`src/rtl/sam_stream_sink_if.sv`:
```
// Ready/valid token stream between a transmitter (master) and sam_stream_sink (slave).
interface sam_stream_sink_if #(
    parameter int DATA_W = 17
);
    logic [DATA_W-1:0] data;
    logic              valid;
    logic              ready;

    modport master (output data, output valid, input ready);
    modport slave  (input data, input valid, output ready);
endinterface

```
`src/rtl/sam_stream_sink.sv`:
```
// Token stream sink: classifies, counts and captures tokens; rd_data has 1-cycle latency.
// ready is registered from next state and bp_mode source; SINK_PROTOCOL_CHECK_EN adds sticky proto_err.
module sam_stream_sink #(
    parameter int                DATA_W     = 17,
    parameter int                DEPTH      = 64,
    parameter logic [15:0]       LFSR_SEED  = 16'hACE1,
    parameter logic [DATA_W-1:0] DONE_TOKEN = 17'h10100,
    localparam int               ADDR_W     = $clog2(DEPTH)
) (
    input  logic              clk,
    input  logic              rst_n,
    input  logic              clk_en,
    input  logic              flush,
    sam_stream_sink_if.slave  s,
    input  logic [1:0]        bp_mode,
    input  logic [3:0]        bp_period,
    output logic              done,
    output logic [15:0]       token_count,
    output logic [15:0]       stop_count,
    output logic [31:0]       cycle_count,
    output logic              overflow,
    input  logic [ADDR_W-1:0] rd_addr,
    output logic [DATA_W-1:0] rd_data
`ifdef SINK_PROTOCOL_CHECK_EN
    ,
    output logic              proto_err
`endif
);

    typedef enum logic [1:0] {ST_IDLE, ST_RUN, ST_DONE} state_t;

    localparam logic [ADDR_W:0] PTR_FULL = (ADDR_W+1)'(DEPTH);

    state_t            state, state_nxt;
    logic [15:0]       lfsr, lfsr_nxt;
    logic [3:0]        per_cnt, per_cnt_nxt;
    logic              bp_rdy, ready_nxt;
    logic              clr, accept, tok_done, tok_stop, buf_full;
    logic [ADDR_W:0]   wr_ptr;
    logic [DATA_W-1:0] mem [DEPTH];

    assign clr      = !rst_n || flush;
    assign buf_full = (wr_ptr == PTR_FULL);
    assign done     = (state == ST_DONE);

    always_comb begin
        accept    = s.valid && s.ready && clk_en && !clr && (state != ST_DONE);
        tok_done  = (s.data == DONE_TOKEN);
        tok_stop  = s.data[DATA_W-1] && (s.data[9:8] == 2'b00) && !tok_done;
        state_nxt = state;
        case (state)
            ST_IDLE: if (s.valid) state_nxt = (accept && tok_done) ? ST_DONE : ST_RUN;
            ST_RUN:  if (accept && tok_done) state_nxt = ST_DONE;
            default: state_nxt = state;
        endcase

        // LFSR freezes once the stream has completed
        lfsr_nxt    = (state == ST_DONE) ? lfsr
                    : {lfsr[14:0], lfsr[15] ^ lfsr[13] ^ lfsr[12] ^ lfsr[10]};
        per_cnt_nxt = (per_cnt >= bp_period) ? 4'd0 : per_cnt + 4'd1;
        case (bp_mode)
            2'd0:    bp_rdy = 1'b1;
            2'd1:    bp_rdy = lfsr_nxt[0];
            2'd2:    bp_rdy = (per_cnt_nxt == 4'd0);
            default: bp_rdy = 1'b0;
        endcase
        ready_nxt = bp_rdy && (state_nxt != ST_DONE);
    end

    always_ff @(posedge clk) begin
        if (clr) begin
            state       <= ST_IDLE;
            s.ready     <= 1'b0;
            lfsr        <= LFSR_SEED;
            per_cnt     <= 4'd0;
            wr_ptr      <= '0;
            token_count <= 16'd0;
            stop_count  <= 16'd0;
            cycle_count <= 32'd0;
            overflow    <= 1'b0;
            rd_data     <= '0;
        end else if (clk_en) begin
            state   <= state_nxt;
            s.ready <= ready_nxt;
            lfsr    <= lfsr_nxt;
            per_cnt <= per_cnt_nxt;
            rd_data <= mem[rd_addr];

            if (state == ST_IDLE && s.valid)
                cycle_count <= 32'd1;
            else if (state == ST_RUN && cycle_count != 32'hFFFF_FFFF)
                cycle_count <= cycle_count + 32'd1;

            if (accept) begin
                if (token_count != 16'hFFFF)
                    token_count <= token_count + 16'd1;
                if (tok_stop && stop_count != 16'hFFFF)
                    stop_count <= stop_count + 16'd1;
                // a full buffer drops the payload but the token still counts
                if (buf_full)
                    overflow <= 1'b1;
                else
                    wr_ptr <= wr_ptr + 1'b1;
            end
        end
    end

    always_ff @(posedge clk) begin
        if (accept && !buf_full)
            mem[wr_ptr[ADDR_W-1:0]] <= s.data;
    end

`ifdef SINK_PROTOCOL_CHECK_EN
    logic              pend;
    logic [DATA_W-1:0] pend_data;

    always_ff @(posedge clk) begin
        if (clr) begin
            pend      <= 1'b0;
            pend_data <= '0;
            proto_err <= 1'b0;
        end else if (clk_en) begin
            pend      <= s.valid && !s.ready;
            pend_data <= s.data;
            if ((pend && (!s.valid || s.data != pend_data)) || (s.valid && state == ST_DONE))
                proto_err <= 1'b1;
        end
    end
`endif

endmodule

```
`src/flat_wrapper.sv`:
```
// flat-port wrapper written by rule: the top's interface ports become plain ports
module sam_stream_sink_flat 
#(
    parameter int                DATA_W     = 17,
    parameter int                DEPTH      = 64,
    parameter logic [15:0]       LFSR_SEED  = 16'hACE1,
    parameter logic [DATA_W-1:0] DONE_TOKEN = 17'h10100,
    localparam int               ADDR_W     = $clog2(DEPTH)
)
  (clk, rst_n, clk_en, flush, bp_mode, bp_period, done, token_count, stop_count, cycle_count, overflow, rd_addr, rd_data, s_data, s_valid, s_ready);
  sam_stream_sink_if #(.DATA_W(DATA_W)) s_i ();
  input  logic clk;
  input  logic rst_n;
  input  logic clk_en;
  input  logic flush;
  input  logic [1:0] bp_mode;
  input  logic [3:0] bp_period;
  output logic done;
  output logic [15:0] token_count;
  output logic [15:0] stop_count;
  output logic [31:0] cycle_count;
  output logic overflow;
  input  logic [ADDR_W-1:0] rd_addr;
  output logic [DATA_W-1:0] rd_data;
  input wire logic [$bits(s_i.data)-1:0] s_data;
  input wire logic [$bits(s_i.valid)-1:0] s_valid;
  output wire logic [$bits(s_i.ready)-1:0] s_ready;
  assign s_i.data = s_data;
  assign s_i.valid = s_valid;
  assign s_ready = s_i.ready;
  sam_stream_sink #(.DATA_W(DATA_W), .DEPTH(DEPTH), .LFSR_SEED(LFSR_SEED), .DONE_TOKEN(DONE_TOKEN)) u_core (.clk(clk), .rst_n(rst_n), .clk_en(clk_en), .flush(flush), .s(s_i), .bp_mode(bp_mode), .bp_period(bp_period), .done(done), .token_count(token_count), .stop_count(stop_count), .cycle_count(cycle_count), .overflow(overflow), .rd_addr(rd_addr), .rd_data(rd_data));
endmodule
```
`config.mk`:
```
export PLATFORM = sky130hd
export DESIGN_NAME = sam_stream_sink_flat
export DESIGN_NICKNAME = d
export VERILOG_FILES = /design/src/rtl/sam_stream_sink_if.sv /design/src/rtl/sam_stream_sink.sv /design/src/flat_wrapper.sv
export SDC_FILE = /design/constraint.sdc
export NUM_CORES = 1
export LEC_CHECK = 0
export ABC_CLOCK_PERIOD_IN_PS = 3600
export BUFFER_PORTS_ARGS = -buffer_cell sky130_fd_sc_hd__buf_2
export CORE_MARGIN = 1
export CORE_UTILIZATION = 40
export CTS_CLUSTER_DIAMETER = 80
export DETAILED_ROUTE_END_ITERATION = 6
export PLACE_DENSITY = 0.52
export REMOVE_ABC_BUFFERS = 1
export SLEW_MARGIN = 0
export SYNTH_ARGS = -nofsm -noshare
export SYNTH_HDL_FRONTEND = slang
export SYNTH_SLANG_ARGS = --single-unit
```
`constraint.sdc`:
```
create_clock -name clk -period 3.6 [get_ports clk]
set_clock_uncertainty 0.15 [all_clocks]
set_input_delay 0.36 -clock clk [delete_from_list [all_inputs] [get_ports clk]]
set_output_delay 0.36 -clock clk [all_outputs]
set_load 0.05 [all_outputs]
```
### After elaboration in Yosys (flattened, before gate mapping)

Memories as Yosys holds them, arrays and structs flattened. A register that Yosys moved wholly into a read port is not among the register bits.
Cells that the tools add are included.

* register bits: 95
* memories kept: 1
* input bits: 34
* latch bits: 0
* output and inout port bits: 84
* memory bits (read-only): 0
* bits in writable memories: 1088
* word-level logic and storage cells: 72

Memories
* u_core.mem: words 64, width 17, read ports 1, clocked after Yosys merged registers in 1, write ports 1, RTL line sam_stream_sink.sv:40 `logic [DATA_W-1:0] mem [DEPTH];`

* order comparisons: 1
* equal/unequal tests: 11
* muxes and demuxes: 11
* bitwise gates (word level): 5
* reductions and logical operators: 28
* shift-type cells: 0
* divide/modulo/power cells: 0
* $add $sub $neg: 5
* multipliers: 0

Operators by type and width (count)
* 32-bit two-way mux: 2
* 16-bit by 1-bit adder with 16-bit output (second input constant): 2
* 32-bit by 1-bit adder with 32-bit output (second input constant): 1
* 16-bit inequality test (second input constant): 2
* 32-bit inequality test (second input constant): 1
* 17-bit equality test (second input constant): 1
* 1-bit logical AND: 12
* 3-bit AND reduction: 4
* 7-bit by 1-bit adder with 7-bit output (second input constant): 1
* 7-bit equality test (second input constant): 1
* 2-bit zero test: 3
* 2-bit two-way mux: 3
* 4-bit by 1-bit adder with 4-bit output (second input constant): 1
* 2-bit by 1-bit equality test with 1-bit output (second input constant): 2
* 2-bit equality test (second input constant): 2
* 4-bit >= comparator: 1
* 1-bit zero test: 4
* 4-bit zero test: 1
* 4-bit two-way mux: 1
* 2-bit inequality test (second input constant): 2
* 2-bit case mux with 2 select lines: 1
* 2-bit AND reduction: 2
* 1-bit two-way mux: 3
* 1-bit case mux with 3 select lines: 1
* 4 further kinds: 7

### Longest topological paths before layout

* depth after elaboration: 11
* mapped depth: 9
* depth with buffers taken out: 8

### Least setup slack after synthesis

OpenSTA, ideal clock, no wires.

* path kind: register -> register
* start: reg u_core.s.ready
* end: mem u_core.mem[63][0], enable pin
* period minus slack after synthesis: 2.974 ns
* buffers on the path: 2
* library setup time: 0.391 ns
* arrival time: 2.434 ns
* stages on the path, launching flop included: 7
* slack: 0.626 ns
* data required time: 3.059 ns
* cell sequence: dfxtp_1 and4b_1 and3_1 clkbuf_1 nand4_1 clkbuf_1 nor2_1

* word-level cells in the longest chain between the ends: 7

Ends and longest elaborated chain
* from (decl): RTL line sam_stream_sink_if.sv:10 `modport slave (input data, input valid, output ready);`
* from (signal assigned): RTL line sam_stream_sink.sv:84 `s.ready <= ready_nxt;`
* 1-bit logical AND (4 in series): RTL line sam_stream_sink.sv:47 `accept = s.valid && s.ready && clk_en && !clr && (state != ST_DONE);`
* 1-bit logical AND: RTL line sam_stream_sink.sv:109 `if (accept && !buf_full)`
* 1-bit two-way mux: RTL line sam_stream_sink.sv:109
* 1-bit two-way mux (implied by the code): RTL line sam_stream_sink.sv:110 `mem[wr_ptr[ADDR_W-1:0]] <= s.data;`
* to (decl): RTL line sam_stream_sink.sv:40

Every way passes these cells.

### Worst setup path after layout

* start: reg u_core.wr_ptr[0]
* end: mem u_core.mem[2][11], enable pin

* word-level cells in the longest chain between the ends: 5

Ends and longest elaborated chain
* from (decl): RTL line sam_stream_sink.sv:39 `logic [ADDR_W:0] wr_ptr;`
* from (signal assigned): RTL line sam_stream_sink.sv:103 `wr_ptr <= wr_ptr + 1'b1;`
* 7-bit equality test: RTL line sam_stream_sink.sv:43 `assign buf_full = (wr_ptr == PTR_FULL);`
* 1-bit zero test: RTL line sam_stream_sink.sv:109
* 1-bit logical AND: RTL line sam_stream_sink.sv:109
* 1-bit two-way mux: RTL line sam_stream_sink.sv:109
* 1-bit two-way mux (implied by the code): RTL line sam_stream_sink.sv:110

Several ways; a longest one is shown, not always the timed one.

==> key figures <==
Yosys
  • Fraction of registers with async set/reset: 0
  • Post-synth top area share: 0.698
  • Ys flop type: edfxtp_1
  • Top-count cell post-synth: edfxtp_1
  • Mapped Area: 46,800 um^2
  • Synthesized flop and latch total: 1,200
  • Area leader, netlist: edfxtp_1
  • Area contributors post-synth: edfxtp_1 70%, mux4_2 6.5%, dfxtp_1 4.8%
  • Post-synth EDFFs: 1,088
  • Commonest cells post-synth: 1,088 x edfxtp_1, 207 x mux2i_1, 156 x nor2_1
  • Synth Warn #: 0
  • Synthesized instance count: 2,700
  • Distinct cells, synth: 58
  • Syn Area/Cell: 17.3 um^2
  • Register area share after synthesis: 0.746

STA
  • Slew Limit Fails: 0
  • Fin. Hold Viols: 0
  • Fin crit share: 0.775
  • RSZ-0062 raised after global routing: false
  • Min Tclk post-route: 2790 ps
  • Slew HR: 0.143
  • # setup viols final: 0
  • Worst-Margin Slew: 1290 ps
  • F_max: 0.359 GHz
  • Setup TNS: 0 ps

Global routing
  • Largest net degree at the start of global routing: 69
  • Gr usage total: 0.221
  • Overflow after GRT: 0
  • Vias in the first global route: 25,600
  • Initial antenna violation count: 12
  • First-pass GRT wire length: 185,000 um

Routing
  • Wire length per cell: 28.2 um
  • Vias: 26,000
  • Average via count per standard cell: 5.64
  • Post-DRT Antenna Nets: 0
  • First-pass detailed-route iteration total: 7
  • Iter 0 DRT Violations: 2,931
  • Drt drc: 0
  • DRT Wirelength: 130,000 um

Clock tree
  • Longest Clk Path Bufs: 3
  • Setup Fix Bufs, Post-CTS: 0
  • CTS tree: yes
  • Clock root cell: clkbuf_16
  • Htree depth: 4
  • Cts bufs inserted: 131
  • Clock Latency Late Sink: 730 ps
  • CTS sink count: 1,200
  • Worst-path clk slew: 60 ps

Pwr
  • Peak supply drop: 0.000341 V
  • Pwr/cell area: 544 nW/um^2
  • Leakage dissipation: 18.2 nW

Worst setup path
  • CP max-delay cell: dfxtp_1
  • Crit Path Category: reg2reg
  • CP peak stage delay: 480 ps
  • CP Max Fanout: 9
  • Req. time, crit path: 3880 ps
  • Crit path DAT: 3070 ps
  • Worst flop-to-flop path startpoint: u_core.wr_ptr[0]
  • R2R cell count: 9
  • Type of origin of the critical path: flip-flop
  • CP cell instances: inv_1, ha_1, nand2_1, nor2_1, nor3_1, nand3_1, buf_4, nor2_1, buf_4
  • Crit. End Element: flip-flop
  • Origin of the worst setup path: u_core.wr_ptr[0]

Flow run
  • Max-Cap Viols: 0

Layout
  • Nets@finish: 3,025
  • Final Core Density: 0.471
  • Synthesis-to-finish area growth: 16.7%
  • Fillers: 9,767
  • Layout cells sized above 1: 0.218

Placed design
  • Final HPWL DP: 80,900 um
  • Port bufs: 117
  • Final GP Congestion: 0.816

Floorplan
  • Core Area: 116,000 um^2
  • I/O pin cnt: 118
  • Die Span Y: 344 um
  • Die area: 118,000 um^2
  • Row Count: 125
  • Initial Util: 0.403
  • Chip width: 344 um

Worst hold path
  • HP Start: s_data[8]
  • WHS Path Cells: 2
  • Hold WC Path Type: in2reg

Status
  • Status: finished clean
final timing paths:
path / to / slack, ps
setup / recovery: u_core.mem[2][11] / 810
hold / removal: u_core.mem[3][8] / 50
setup reg to reg: u_core.mem[2][11] / 810
hold reg to reg: u_core.lfsr[12] / 300
through the flow:
| step | hold WS (ps) | instances | cell area [um^2] | total power [mW] | setup WS (ps) |
|---|---|---|---|---|---|
| final | 54.6 | 4614 | 54600 | 29.7 | 811 |
| after floorplan | 282 | 2541 | 46100 | 16.0 | -26.8 |
| after global placement | 290 | 4368 | 50300 | 16.9 | 428 |
| after global routing | 24.6 | 4606 | 54600 | 30.5 | 582 |
| after detailed placement | 297 | 4368 | 50300 | 16.9 | 381 |
| after CTS | 20.6 | 4606 | 54600 | 30.0 | 809 |
state kept, by name, indices dropped and copies added (netlist names):
register and flops:
u_core.cycle_count 32, u_core.lfsr 16, u_core.mem 1088, u_core.overflow 1
u_core.per_cnt 4, u_core.rd_data 17, u_core.s.ready 1, u_core.state 2
u_core.stop_count 16, u_core.token_count 16, u_core.wr_ptr 7
per-layer routing:
metal | GRT usage | wire length [um] | vias up | part of all wire
met3 | 0.0557 | 11500 | 166 | 0.088
met2 | 0.332 | 58800 | 1060 | 0.45
li1 | - | - | 11400 | -
met4 | 0.0685 | 3350 | 0 | 0.026
met5 | 0 | 0 | - | 0
met1 | 0.315 | 56400 | 13500 | 0.43
layout by cell type (no fill, tap or decap), types with 7 or more instances in the layout:
| cell type | count |
|---|---|
| clkinv_1 | 13 |
| a41oi_1 | 17 |
| a21oi_1 | 89 |
| a22oi_1 | 137 |
| xor2_1 | 44 |
| mux4_2 | 136 |
| edfxtp_1 | 1088 |
| clkbuf_1 | 31 |
| nor2_1 | 135 |
| ha_1 | 10 |
| nor4_1 | 9 |
| and3_1 | 29 |
| nand3_1 | 104 |
| a211o_1 | 18 |
| nand4_1 | 48 |
| a211oi_1 | 72 |
| buf_2 | 115 |
| nand2_1 | 72 |
| clkbuf_16 | 136 |
| mux2i_1 | 207 |
| diode_2 | 8 |
| clkinv_2 | 20 |
| buf_4 | 169 |
| inv_1 | 13 |
| nor2b_1 | 72 |
| clkinvlp_4 | 7 |
| nor2_2 | 20 |
| buf_12 | 17 |
| xnor2_1 | 19 |
| or3_1 | 7 |
| bufinv_16 | 9 |
| dfxtp_1 | 112 |
| nor3_1 | 14 |
| o21ai_0 | 8 |
logic make-up after synthesis:
group	count (synthesis)	synth area share
buffers and inverters	172	0.0154
flip-flops	1200	0.746
AO/OA/AOI/OAI	353	0.0527
multiplexers	343	0.110
adder cells (fa/ha/maj)	10	0.00267
XOR/XNOR	63	0.0118
AND/OR/NAND/NOR	559	0.0616
layout make-up:
cell class,count,area (um^2),share of cell area
inverters,13,48.8,0.000893
flip-flops and latches,1200,34900,0.639
clock inverters,61,614,0.0112
clock buffers,173,3600,0.0659
multi-input cells,1328,11300,0.206
well taps,1524,1910,0.0349
diodes,8,20.0,0.000366
repair buffers,307,2250,0.0413
repair_timing:
item | in CTS | in global routing
resized for setup | 0 | 0
hold endpoints to repair | 8 | 0
hold buffers | 4 | 0
report_power, final:
part / total, mW / internal (mW) / switching [mW]
clock network: 13.1 / 7.71 / 5.42
registers: 15.2 / 15.2 / 0.0257
logic: 1.37 / 0.415 / 0.958
critical path: cells and delay by family, from the launching register on:
family	cells	cell delay, ps
buffers and inverters	3	600
flip-flops	1	480
adder cells (fa/ha/maj)	1	220
AND/OR/NAND/NOR	5	1020
Note: power is estimated with default switching activity, not from simulation.
